===== src/rtl/panel_ctl.sv =====
// PDP-6 console front-panel controller: Avalon-MM register block driving keys and
// switches, debouncing external panel switches, and returning lamps through a snapshot shadow.
module panel_ctl #(
  parameter int NKEYS     = 16,
  parameter int NSW       = 16,
  parameter int NEXT      = 4,
  parameter int NLAMP     = 8,
  parameter int PULSE_LEN = 1000,
  parameter int DB_CYCLES = 50000
) (
  input  logic                  clk,
  input  logic                  reset,
  input  logic [5:0]            s_address,
  input  logic                  s_write,
  input  logic                  s_read,
  input  logic [31:0]           s_writedata,
  output logic [31:0]           s_readdata,
  output logic                  s_waitrequest,
  output logic                  s_irq,
  output logic [NKEYS-1:0]      keys,
  output logic [NSW-1:0]        sw,
  input  logic [NEXT-1:0]       ext,
  output logic [NEXT-1:0]       ext_db,
  input  logic [NLAMP*32-1:0]   lamps
);

  localparam logic [15:0] PULSE_VAL = 16'(PULSE_LEN);
  localparam logic [19:0] DB_VAL    = 20'(DB_CYCLES);

  typedef enum logic {RD_IDLE, RD_DATA} rd_state_t;

  rd_state_t        state_q, state_d;
  logic             rd_start;
  logic [31:0]      rdata_q, rdata_d, rd_val;
  logic [NSW-1:0]   sw_q, sw_d;
  logic             irq_q, irq_d;
  logic [31:0]      shadow_q [NLAMP];
  logic             snap;
  logic             wr_key_set, wr_key_clr, wr_sw_set, wr_sw_clr, wr_pulse, wr_ext, wr_snap;
  logic [NKEYS-1:0] set_req, eff_set, clr_req;
  logic [NEXT-1:0]  db_change;
  logic             unused_wdata;

  assign wr_key_set = s_write && (s_address == 6'd0);
  assign wr_key_clr = s_write && (s_address == 6'd1);
  assign wr_sw_set  = s_write && (s_address == 6'd2);
  assign wr_sw_clr  = s_write && (s_address == 6'd3);
  assign wr_pulse   = s_write && (s_address == 6'd4);
  assign wr_ext     = s_write && (s_address == 6'd5);
  assign wr_snap    = s_write && (s_address == 6'd6);

  assign set_req      = (wr_key_set || wr_pulse) ? s_writedata[NKEYS-1:0] : '0;
  assign clr_req      = wr_key_clr ? s_writedata[NKEYS-1:0] : '0;
  assign unused_wdata = ^s_writedata;

  // Rocker pairs: the odd key of a pair wins when both are requested together.
  genvar gi;
  generate
    for (gi = 0; gi < NKEYS / 2; gi++) begin : g_pair
      assign eff_set[2*gi+1] = set_req[2*gi+1];
      assign eff_set[2*gi]   = set_req[2*gi] & ~set_req[2*gi+1];
    end

    for (gi = 0; gi < NKEYS; gi++) begin : g_key
      logic        key_q, key_d;
      logic [15:0] cnt_q, cnt_d;

      always_comb begin
        key_d = key_q;
        cnt_d = cnt_q;
        if (eff_set[gi]) begin
          key_d = 1'b1;
          cnt_d = wr_pulse ? PULSE_VAL : 16'd0;
        end else if (eff_set[gi ^ 1] || clr_req[gi]) begin
          key_d = 1'b0;
          cnt_d = 16'd0;
        end else if (cnt_q != 16'd0) begin
          cnt_d = cnt_q - 16'd1;
          if (cnt_q == 16'd1) key_d = 1'b0;
        end
      end

      always_ff @(posedge clk or negedge reset) begin
        if (!reset) begin
          key_q <= 1'b0;
          cnt_q <= 16'd0;
        end else begin
          key_q <= key_d;
          cnt_q <= cnt_d;
        end
      end

      assign keys[gi] = key_q;
    end

    for (gi = 0; gi < NEXT; gi++) begin : g_ext
      logic        s1_q, s2_q, prev_q, db_q, db_d;
      logic [19:0] cnt_q, cnt_d;

      // Counter saturates at DB_VAL; ext_db follows in the same edge the count is reached.
      always_comb begin
        cnt_d = cnt_q;
        if (s2_q != prev_q)      cnt_d = 20'd0;
        else if (cnt_q != DB_VAL) cnt_d = cnt_q + 20'd1;
        db_d = (cnt_d == DB_VAL) ? s2_q : db_q;
      end

      always_ff @(posedge clk or negedge reset) begin
        if (!reset) begin
          s1_q   <= 1'b0;
          s2_q   <= 1'b0;
          prev_q <= 1'b0;
          db_q   <= 1'b0;
          cnt_q  <= 20'd0;
        end else begin
          s1_q   <= ext[gi];
          s2_q   <= s1_q;
          prev_q <= s2_q;
          db_q   <= db_d;
          cnt_q  <= cnt_d;
        end
      end

      assign ext_db[gi]    = db_q;
      assign db_change[gi] = db_d ^ db_q;
    end
  endgenerate

  always_comb begin
    rd_val = '0;
    case (s_address)
      6'd0: rd_val[NKEYS-1:0] = keys;
      6'd2: rd_val[NSW-1:0]   = sw_q;
      6'd5: begin
        rd_val[NEXT-1:0] = ext_db;
        rd_val[31]       = irq_q;
      end
      default: ;
    endcase
    // Address 8 returns the live word 0, which is what the snapshot taken this cycle will hold.
    for (int k = 0; k < NLAMP; k++) begin
      if (s_address == 6'(8 + k)) rd_val = (k == 0) ? lamps[31:0] : shadow_q[k];
    end
  end

  always_comb begin
    state_d       = state_q;
    rd_start      = 1'b0;
    rdata_d       = rdata_q;
    case (state_q)
      RD_IDLE: if (s_read && !s_write) begin
        rd_start = 1'b1;
        state_d  = RD_DATA;
      end
      RD_DATA: state_d = RD_IDLE;
      default: state_d = RD_IDLE;
    endcase
    if (rd_start) rdata_d = rd_val;
    s_waitrequest = rd_start;

    sw_d = sw_q;
    if (wr_sw_set) sw_d = sw_d | s_writedata[NSW-1:0];
    if (wr_sw_clr) sw_d = sw_d & ~s_writedata[NSW-1:0];

    irq_d = irq_q;
    if (wr_ext)      irq_d = 1'b0;
    if (|db_change)  irq_d = 1'b1;

    snap = wr_snap || (rd_start && (s_address == 6'd8));
  end

  always_ff @(posedge clk or negedge reset) begin
    if (!reset) begin
      state_q <= RD_IDLE;
      rdata_q <= 32'd0;
      sw_q    <= '0;
      irq_q   <= 1'b0;
      for (int k = 0; k < NLAMP; k++) shadow_q[k] <= 32'd0;
    end else begin
      state_q <= state_d;
      rdata_q <= rdata_d;
      sw_q    <= sw_d;
      irq_q   <= irq_d;
      if (snap) begin
        for (int k = 0; k < NLAMP; k++) shadow_q[k] <= lamps[32*k +: 32];
      end
    end
  end

  assign s_readdata = rdata_q;
  assign sw         = sw_q;
  assign s_irq      = irq_q;

endmodule


===== config.mk =====
export PLATFORM = sky130hd
export DESIGN_NAME = panel_ctl
export DESIGN_NICKNAME = d
export VERILOG_FILES = /design/src/rtl/panel_ctl.sv
export SDC_FILE = /design/constraint.sdc
export NUM_CORES = 1
export LEC_CHECK = 0
export BUFFER_PORTS_ARGS = -buffer_cell sky130_fd_sc_hd__buf_2
export CORE_UTILIZATION = 40
export CTS_CLUSTER_SIZE = 25
export DETAILED_ROUTE_END_ITERATION = 6
export GPL_TIMING_DRIVEN = 0
export SETUP_SLACK_MARGIN = 0.2
export SLEW_MARGIN = 10
export SYNTH_ARGS = -nofsm -noshare
export SYNTH_HDL_FRONTEND = slang
export SYNTH_SLANG_ARGS = --single-unit

===== constraint.sdc =====
create_clock -name clk -period 6.95 [get_ports clk]
set_clock_uncertainty 0.15 [all_clocks]
set_input_delay 1.39 -clock clk [delete_from_list [all_inputs] [get_ports clk]]
set_output_delay 1.39 -clock clk [all_outputs]
set_load 0.005 [all_outputs]

==> results of run 1 <==
-- metal layers --
metal / wire [um] / share of wire / global-route usage
met1: 45400 / 0.45 / 0.343
met2: 44100 / 0.44 / 0.372
met3: 7900 / 0.079 / 0.0700
met4: 2850 / 0.028 / 0.0755
met5: 288 / 0.0029 / 0.0113
-- state kept, by name, indices dropped and copies added (netlist names), named ones only --
register,cells
g_ext.cnt_q,80
g_ext.db_q,4
g_ext.prev_q,4
g_ext.s1_q,4
g_ext.s2_q,4
g_key.cnt_q,256
g_key.key_q,16
s_irq,1
s_readdata,32
shadow_q,224
state_q,1
-- critical path, stage by stage --
cell	delay [ns]
clkbuf_1	0.28
nor4b_1	0.92
and2_1	0.38
clkbuf_1	0.67
clkbuf_1	1.03
a222oi_1	0.45
nand3_1	0.36
a22o_1	0.17
-- synth_stat cells, types with 12 or more instances --
cell,n,area share
a211oi_1,20,0.0047
a21o_1,12,0.0028
a21oi_1,189,0.030
a221oi_1,25,0.0069
a222oi_1,15,0.0047
a22o_1,20,0.0055
a22oi_1,45,0.011
and2_1,21,0.0041
and3_1,20,0.0039
buf_2,14,0.0022
buf_4,20,0.0047
clkbuf_1,103,0.012
dfrtp_1,642,0.50
ha_1,40,0.016
inv_1,70,0.0082
mux2_1,229,0.081
mux2i_1,17,0.0053
nand2_1,191,0.023
nand2b_1,19,0.0037
nand3_1,89,0.014
nand3b_1,17,0.0040
nand4_1,41,0.0081
nor2_1,400,0.047
nor2b_1,20,0.0039
nor3_1,127,0.020
nor3b_1,16,0.0038
nor4_1,81,0.016
o21a_1,22,0.0052
o21ai_0,56,0.0088
o21ai_1,54,0.0085
o22ai_1,14,0.0027
or3_1,42,0.0082
or4_1,27,0.0064
xnor2_1,127,0.035
xor2_1,116,0.032
-- stage by stage --
stage | cell area, um2 | setup TNS (ns)
2_1_floorplan | 31900 | 0
3_3_place_gp | 34900 | -6140.86
3_5_place_dp | 35100 | 0
4_1_cts | 37800 | 0
5_1_grt | 37800 | 0
6_report | 37800 | 0
-- kinds of logic (layout without fill, tap and decap cells) --
family                   after synthesis  after routing
XOR/XNOR                             243            243
flip-flops                           642            642
other                                  0             18
AND/OR/NAND/NOR                     1168           1168
AO/OA/AOI/OAI                        565            565
multiplexers                         252            252
adder cells (fa/ha/maj)               40             40
buffers and inverters                216            709
-- report_power, final --
part / total [mW] / leakage (nW) / switching, mW / internal, mW
Combinational: 2.46 / 7.21 / 1.25 / 1.21
Sequential: 5.61 / 8.13 / 0.913 / 4.70
Clock: 4.19 / 1.31 / 1.69 / 2.51
Total: 12.3 / 16.7 / 3.85 / 8.42
-- layout make-up --
class,instances,area (um2),area share
clock inverter,38,487,0.0129
inverter,70,263,0.00695
timing repair buffer,357,1930,0.0512
antenna,18,45.0,0.00119
clock buffer,98,2150,0.0570
sequential,642,16100,0.425
tap,1050,1310,0.0348
multi-input combinational,2268,14900,0.394
buffer,146,648,0.0171
-- final timing paths --
path,end,slack [ns]
setup / recovery,s_readdata[5],1.67
hold / removal,g_ext[0].s2_q,0.20
setup reg to reg,shadow_q[172],2.56
hold reg to reg,g_ext[0].s2_q,0.20
max in group asynchronous,shadow_q[102],4.47
min in group asynchronous,g_ext[0].cnt_q[10],0.68
==> impl_metrics.env, run 1 <==
export IMPL_vias=25800
export IMPL_yosys_area_share_xor_xnor=0.0668
export IMPL_first_iter_violations=2005
export IMPL_clockBufferDepth=3
export IMPL_cts_sinks=642
export IMPL_first_global_vias=25200
export IMPL_synthSimpleGateAreaFrac=0.182
export IMPL_synthArstFlopShare=1.00
export IMPL_rsz0062_at_grt="false"
export IMPL_die_h_um=284
export IMPL_min_from="g_ext[0].s1_q"
export IMPL_critical_path_class="in -> reg"
export IMPL_avgSynthCellArea_um2=10.2
export IMPL_finalWorstSetupSlack_ns=1.67
export IMPL_grt_max_degree=109
export IMPL_io_pins=372
export IMPL_ant_nets=0
export IMPL_worstRegToRegCells=8
export IMPL_cts_buffers_inserted=75
export IMPL_setup_viol=0
export IMPL_synth_area_um2=31900
export IMPL_drt_pass1_iterations=7
export IMPL_htreeDepth=3
export IMPL_cp_end_kind="flip-flop"
export IMPL_fin_crit_sh=0.759
export IMPL_ys_seq_area_frac=0.504
export IMPL_clk_latency_ns=0.64
export IMPL_slew_violations=0
export IMPL_muxShareOfSynthArea=0.0884
export IMPL_final_cell_mix="dfrtp_1 (642), nor2_1 (400), buf_2 (363)"
export IMPL_p_leak_nw=16.7
export IMPL_die_w_um=284
export IMPL_place_inst=4533
export IMPL_netlist_instances=3126
export IMPL_initial_utilization=0.404
export IMPL_synth_ff_type="dfrtp_1"
export IMPL_rows=103
export IMPL_fin_nets=3902
export IMPL_cap_viol_max_count=0
export IMPL_syn_num_nets=3468
export IMPL_crit_path_start_kind="primary input"
export IMPL_crit_path_start="s_address[2]"
export IMPL_overflow=0
export IMPL_grt_pass1_wl_um=154000
export IMPL_fmax_ghz=0.190
export IMPL_hold_buffers=0
export IMPL_powerDensity_nw_per_um2=325
export IMPL_hold_ws_ns=0.201
export IMPL_drc=0
export IMPL_io_buffers=350
export IMPL_design_power_total_mw=12.3
export IMPL_drt_wl_total_um=101000
export IMPL_core_area_um2=78900
export IMPL_die_area_um2=80800
export IMPL_pre_cts_ws_ns=1.26
export IMPL_crit_reg2reg_launch="state_q"
export IMPL_yosys_area_share_adder=0.0157
export IMPL_ir_worst_vdd_mv=0.222
export IMPL_globalplace_congestion=0.877
export IMPL_hold_path_cell_count=0
export IMPL_drive_gt1_frac=0.150
export IMPL_fin_crit_ns=5.28
export IMPL_antenna_found_initial=29
export IMPL_yosysWarnings=0
export IMPL_final_cells=4687
export IMPL_clkSlewWorstSetupHoldPaths_ns=0.06
export IMPL_routedWlPerCell_um=21.5
export IMPL_grt_usage=0.247
export IMPL_cts_root_buffer_cell="clkbuf_16"
export IMPL_cts_tree="done"
export IMPL_synth_edf_count=0
export IMPL_num_fill_cells=7487
export IMPL_min_path_type="reg -> reg"
export IMPL_final_common_cell="dfrtp_1"
export IMPL_crit_arrival_ns=5.70
export IMPL_synth_cell_types=80
export IMPL_syn2layout_area_growth_pct=18.6
export IMPL_report_final_hold_viol_count=0
export IMPL_required_ns=7.37
export IMPL_cts_resized=0
export IMPL_crit_fanout=10
export IMPL_ys_ff_latch=642
export IMPL_via_per_inst=5.51
export IMPL_worst_pin_slew_ns=1.32
export IMPL_finish_utilization=0.479
export IMPL_synth_compound_area_frac=0.115
export IMPL_post_cts_setup_buffers=0
export IMPL_status="finished clean"
export IMPL_slew_headroom=0.122
export IMPL_place_hpwl_um=74400
export IMPL_synth_top_family_by_area="simple AND/OR/NAND/NOR gates"
Note: power is estimated with default switching activity, not from simulation.
==> run 2: changes to the inputs <==
==> constraint.sdc (replaced) <==
create_clock -name clk -period 4.8 [get_ports clk]
set_clock_uncertainty 0.15 [all_clocks]
set_input_delay 0.96 -clock clk [delete_from_list [all_inputs] [get_ports clk]]
set_output_delay 0.96 -clock clk [all_outputs]
set_load 0.005 [all_outputs]
==> run 2 against run 1 <==
Against the previous run: flip-flop and latch count unchanged; clock power rose by 45%; non-clock buffer count unchanged; first-iteration DRC count decreased by 8.0%; final area is essentially flat; worst hold slack hardly changed.
==> impl_metrics.env, run 2 (synthesized netlist as in run 1, its figures left out) <==
export IMPL_clkSlewWorstSetupHoldPaths_ns=0.06
export IMPL_switchingPower_mw=5.58
export IMPL_cap_viol_max_count=0
export IMPL_crit_arrival_ns=4.81
export IMPL_clock_power_share=0.342
export IMPL_crit_fanout=10
export IMPL_grt_usage=0.248
export IMPL_cp_slowest_cell="buf_1"
export IMPL_htreeDepth=3
export IMPL_drt_wl_total_um=101000
export IMPL_rsz0062_at_grt="false"
export IMPL_first_global_vias=25200
export IMPL_powerDensity_nw_per_um2=470
export IMPL_min_path_type="reg -> reg"
export IMPL_pre_cts_ws_ns=-0.458
export IMPL_crit_path_start="s_write"
export IMPL_finalWorstSetupSlack_ns=0.329
export IMPL_required_ns=5.14
export IMPL_cts_buffers_inserted=75
export IMPL_setup_viol=0
export IMPL_report_final_hold_viol_count=0
export IMPL_setup_tns_ns=0
export IMPL_pwr_share_seq=0.457
export IMPL_io_buffers=350
export IMPL_largest_register="g_key.cnt_q"
export IMPL_slew_violations=0
export IMPL_die_h_um=284
export IMPL_crit_reg2reg_launch="state_q"
export IMPL_drive_gt1_frac=0.151
export IMPL_status="finished clean"
export IMPL_ir_worst_vdd_mv=0.322
export IMPL_clk_latency_ns=0.63
export IMPL_antenna_found_initial=29
export IMPL_path_cells="buf_2 > or4b_1 > clkbuf_1 > clkbuf_1 > o21ai_1 > clkbuf_1 > buf_1 > mux2_1"
export IMPL_path_delay_family="buffers and inverters"
export IMPL_first_iter_violations=1845
export IMPL_clockBufferDepth=3
export IMPL_final_area_um2=37800
export IMPL_io_pins=372
export IMPL_crit_path_start_kind="primary input"
export IMPL_ant_nets=0
export IMPL_post_cts_setup_buffers=0
export IMPL_p_leak_nw=16.7
export IMPL_comb_power_share=0.201
export IMPL_final_cell_mix="dfrtp_1 (642), nor2_1 (400), buf_2 (363)"
export IMPL_cp_common_cell="clkbuf_1"
export IMPL_die_area_um2=80800
export IMPL_post_dp_cell_area_um2=35100
export IMPL_finish_utilization=0.479
export IMPL_drt_pass1_iterations=7
export IMPL_fmax_ghz=0.224
export IMPL_cts_tree="done"
export IMPL_drc=0
export IMPL_hold_ws_ns=0.201
export IMPL_rows=103
export IMPL_initial_utilization=0.404
export IMPL_overflow=0
export IMPL_min_from="g_ext[0].s1_q"
export IMPL_die_w_um=284
export IMPL_power_report_internal_total_mw=12.2
export IMPL_fin_crit_sh=0.931
export IMPL_vias=25800
export IMPL_core_area_um2=78900
export IMPL_via_per_inst=5.51
export IMPL_globalplace_congestion=0.877
export IMPL_reg_top3="g_key.cnt_q x256, shadow_q x224, g_ext.cnt_q x80"
export IMPL_swShare=0.314
export IMPL_fin_nets=3902
export IMPL_slowest_delay_ns=0.98
export IMPL_slew_headroom=0.143
export IMPL_place_hpwl_um=74400
export IMPL_worst_pin_slew_ns=1.25
export IMPL_grt_pass1_wl_um=154000
export IMPL_cp_end_kind="flip-flop"
export IMPL_largest_reg_flops=256
export IMPL_critical_path_class="in -> reg"
export IMPL_path_buf_inv=5
export IMPL_routedWlPerCell_um=21.5
export IMPL_final_common_cell="dfrtp_1"
export IMPL_grt_max_degree=109
export IMPL_syn2layout_area_growth_pct=18.7
export IMPL_cts_root_buffer_cell="clkbuf_16"
export IMPL_fin_crit_ns=4.47
export IMPL_cts_sinks=642
[run 2: cell count changes in the layout (fill, tap and decap cells not counted)]
| cell | change |
|---|---|
| a211oi_2 | -1 |
| buf_1 | -1 |
| diode_2 | -3 |
| a211oi_4 | +1 |
| clkbuf_1 | -1 |
| clkbuf_2 | +2 |
[run 2: power by group through the flow]
stage	registers, mW	logic [mW]	clock network, mW
3_3_place_gp	8.15	3.47	0
3_5_place_dp	8.16	3.57	0
5_1_grt	8.34	4.10	6.43
4_1_cts	8.09	3.60	6.21
2_1_floorplan	7.83	2.70	0
6_report	8.12	3.57	6.08
[run 2: metal layers]
| metal | share of wire | up-vias | global-route usage |
|---|---|---|---|
| met5 | 0.0029 | - | 0.0113 |
| met4 | 0.028 | 26 | 0.0755 |
| met3 | 0.078 | 186 | 0.0706 |
| met2 | 0.44 | 776 | 0.372 |
| met1 | 0.45 | 12700 | 0.343 |
| li1 | - | 12100 | - |
[run 2: worst reg2reg max path, stage by stage (launching register included)]
cell	delay, ns
dfrtp_1	0.37
or3b_1	0.35
clkbuf_1	0.42
inv_1	0.37
nand2_1	0.16
o21ai_1	0.56
clkbuf_1	0.36
buf_1	0.98
mux2_1	0.40
[run 2: metrics by stage]
stage / std cells / total power, mW
after floorplan: 3126 / 10.5
after global placement: 4526 / 11.6
after detailed placement: 4533 / 11.7
after CTS: 4669 / 17.9
after global routing: 4679 / 18.9
final: 4684 / 17.8
[run 2: area by class of cell]
cell class                      instances  area (um2)
Timing Repair Buffer                  357        1930
Sequential cell                       642       16100
Tap cell                             1050        1310
Antenna cell                           15        37.5
Buffer                                146         651
Inverter                               70         263
Fill cell                            7485       41100
Clock inverter                         38         487
Clock buffer                           98        2150
Multi-Input combinational cell       2268       14900
[run 2: worst paths after layout]
check / endpoint / slack, ns / cells past startpoint
worst max register to register: shadow_q[166] / 0.57 / 8
min in group asynchronous: g_ext[0].cnt_q[10] / 0.25 / 1
worst min register to register: g_ext[0].s2_q / 0.20 / 0
worst max-delay path: shadow_q[166] / 0.33 / 8
worst min-delay path: g_ext[0].s2_q / 0.20 / 0
max in group asynchronous: shadow_q[102] / 2.75 / 3
[run 2: timing repair]
action                                  CTS  global route
resized for setup                         1             5
hold buffers                              0             0
endpoints found under the setup margin    1            14
==> run 3: changes to the inputs <==
--- a/config.mk
+++ b/config.mk
@@ -5,13 +5,14 @@
 export SDC_FILE = /design/constraint.sdc
 export NUM_CORES = 1
 export LEC_CHECK = 0
-export BUFFER_PORTS_ARGS = -buffer_cell sky130_fd_sc_hd__buf_2
 export CORE_UTILIZATION = 40
 export CTS_CLUSTER_SIZE = 25
 export DETAILED_ROUTE_END_ITERATION = 6
+export DONT_BUFFER_PORTS = 1
 export GPL_TIMING_DRIVEN = 0
 export SETUP_SLACK_MARGIN = 0.2
 export SLEW_MARGIN = 10
 export SYNTH_ARGS = -nofsm -noshare
 export SYNTH_HDL_FRONTEND = slang
 export SYNTH_SLANG_ARGS = --single-unit
+export TNS_END_PERCENT = 100
==> run 3 against run 2 <==
Against the previous run: the flow now finishes with violations (hold timing, slew limit); non-clock buffer count down 356; fmax down 1.1%; utilization down 2.7 points; sequential power up 0.5%; power down 3.8%; flip-flop and latch count unchanged; clock-buffer cell count up 10; largest cell class unchanged; largest power group unchanged.
==> impl_metrics.env, run 3 (synthesized netlist as in run 1, its figures left out) <==
export IMPL_status="finished, violations left"
export IMPL_violations="hold timing, slew limit"
export IMPL_seqCellArea_um2=16100
export IMPL_initial_utilization=0.404
export IMPL_post_cts_setup_buffers=0
export IMPL_largest_register="g_key.cnt_q"
export IMPL_critical_path_class="in -> reg"
export IMPL_final_common_cell="dfrtp_1"
export IMPL_fin_crit_sh=0.942
export IMPL_die_w_um=284
export IMPL_swShare=0.309
export IMPL_final_cell_mix="dfrtp_1 (642), nor2_1 (400), mux2_1 (229)"
export IMPL_hold_ws_ns=-0.0909
export IMPL_io_pins=372
export IMPL_crit_fanout=10
export IMPL_slew_headroom=-0.122
export IMPL_ant_nets=0
export IMPL_grt_usage=0.242
export IMPL_drt_wl_total_um=99100
export IMPL_core_area_um2=78900
export IMPL_routedWlPerCell_um=22.9
export IMPL_pwr_share_seq=0.477
export IMPL_comb_power_share=0.187
export IMPL_overflow=0
export IMPL_fmax_ghz=0.221
export IMPL_io_buffers=0
export IMPL_place_hpwl_um=72000
export IMPL_report_final_hold_viol_count=18
export IMPL_cts_sinks=642
export IMPL_fin_crit_ns=4.52
export IMPL_clkSlewWorstSetupHoldPaths_ns=0.06
export IMPL_clk_latency_ns=0.63
export IMPL_die_area_um2=80800
export IMPL_required_ns=5.22
export IMPL_antenna_found_initial=34
export IMPL_largest_reg_flops=256
export IMPL_cp_end_kind="flip-flop"
export IMPL_rows=103
export IMPL_cts_root_buffer_cell="clkbuf_16"
export IMPL_powerDensity_nw_per_um2=479
export IMPL_multi_input_area_um2=14900
export IMPL_fin_nets=3545
export IMPL_die_h_um=284
export IMPL_switchingPower_mw=5.28
export IMPL_setup_viol=0
export IMPL_drt_pass1_iterations=6
export IMPL_drive_gt1_frac=0.0537
export IMPL_worst_pin_slew_ns=1.68
export IMPL_vias=24400
export IMPL_cts_tree="done"
export IMPL_crit_path_start_kind="primary input"
export IMPL_cap_viol_max_count=0
export IMPL_setup_tns_ns=0
export IMPL_p_leak_nw=15.1
export IMPL_first_global_vias=23500
export IMPL_first_iter_violations=1896
export IMPL_num_fill_cells=7541
export IMPL_grt_max_degree=643
export IMPL_ir_worst_vdd_mv=0.274
export IMPL_via_per_inst=5.64
export IMPL_min_path_type="in -> async"
export IMPL_htreeDepth=3
export IMPL_globalplace_congestion=0.896
export IMPL_cts_buffers_inserted=74
export IMPL_power_report_internal_total_mw=11.8
export IMPL_crit_arrival_ns=4.94
export IMPL_clockBufferDepth=3
export IMPL_rsz0062_at_grt="false"
export IMPL_reg_top3="g_key.cnt_q x256, shadow_q x224, g_ext.cnt_q x80"
export IMPL_drc=0
export IMPL_design_power_total_mw=17.1
export IMPL_slew_violations=112
export IMPL_clock_power_share=0.336
export IMPL_syn2layout_area_growth_pct=12.1
export IMPL_grt_pass1_wl_um=149000
[run 3: routing by layer]
layer  GRT usage  part of all wire  vias to the layer above
met5      0.0137            0.0033                        -
met3      0.0888             0.099                      163
li1            -                 -                    11400
met2       0.377              0.45                      780
met4      0.0634             0.022                       30
met1       0.315              0.42                    12000
[run 3: power groups by stage]
stage	Clock [mW]	Combinational [mW]	Sequential (mW)
after CTS	5.87	3.21	8.12
after detailed placement	0	3.20	8.19
after global routing	6.07	3.66	8.34
after floorplan	0	2.70	7.83
final	5.74	3.19	8.16
after global placement	0	3.11	8.17
[run 3: final timing paths]
check	start	to	slack, ns	depth (start not counted)
worst min register to register	g_ext[2].s1_q	g_ext[2].s2_q	0.21	0
min in group clk	g_ext[2].s1_q	g_ext[2].s2_q	0.21	0
worst min-delay path	reset	g_ext[0].cnt_q[0]	-0.09	0
worst max register to register	state_q	shadow_q[223]	0.69	8
worst max-delay path	s_address[2]	s_readdata[14]	0.28	9
max in group asynchronous	reset	g_key[8].cnt_q[9]	3.25	0
[run 3: stage by stage]
step / util / setup slack [ns] / std cells / cell area, um2
final: 0.453 / 0.280 / 4330 / 35700
after global routing: 0.452 / 0.243 / 4316 / 35700
after CTS: 0.452 / 0.224 / 4310 / 35600
after detailed placement: 0.421 / -0.475 / 4177 / 33200
after global placement: 0.421 / -0.461 / 4176 / 33200
after floorplan: - / 1.32 / 3126 / 31900
[run 3: cell type report]
type | instances | area share
antenna | 20 | 0.00140
timing repair buffer | 1 | 0.000210
clock buffer | 108 | 0.0602
sequential | 642 | 0.450
inverter | 70 | 0.00736
buffer | 146 | 0.0183
multi-input combinational | 2268 | 0.417
clock inverter | 25 | 0.00855
tap | 1050 | 0.0368
[run 3: worst max-delay path, stage by stage]
cell      delay [ns]
clkbuf_1        0.46
clkbuf_1        0.57
nand2_1         0.30
nor2_1          0.45
clkbuf_1        0.57
clkbuf_1        0.77
a22oi_1         0.39
nand3_1         0.29
a22o_1          0.16
[run 3: timing repair]
action,4_1_cts,5_1_grt
endpoints found under the hold margin,642,275
setup endpoints to repair,0,4
resized for setup,0,3
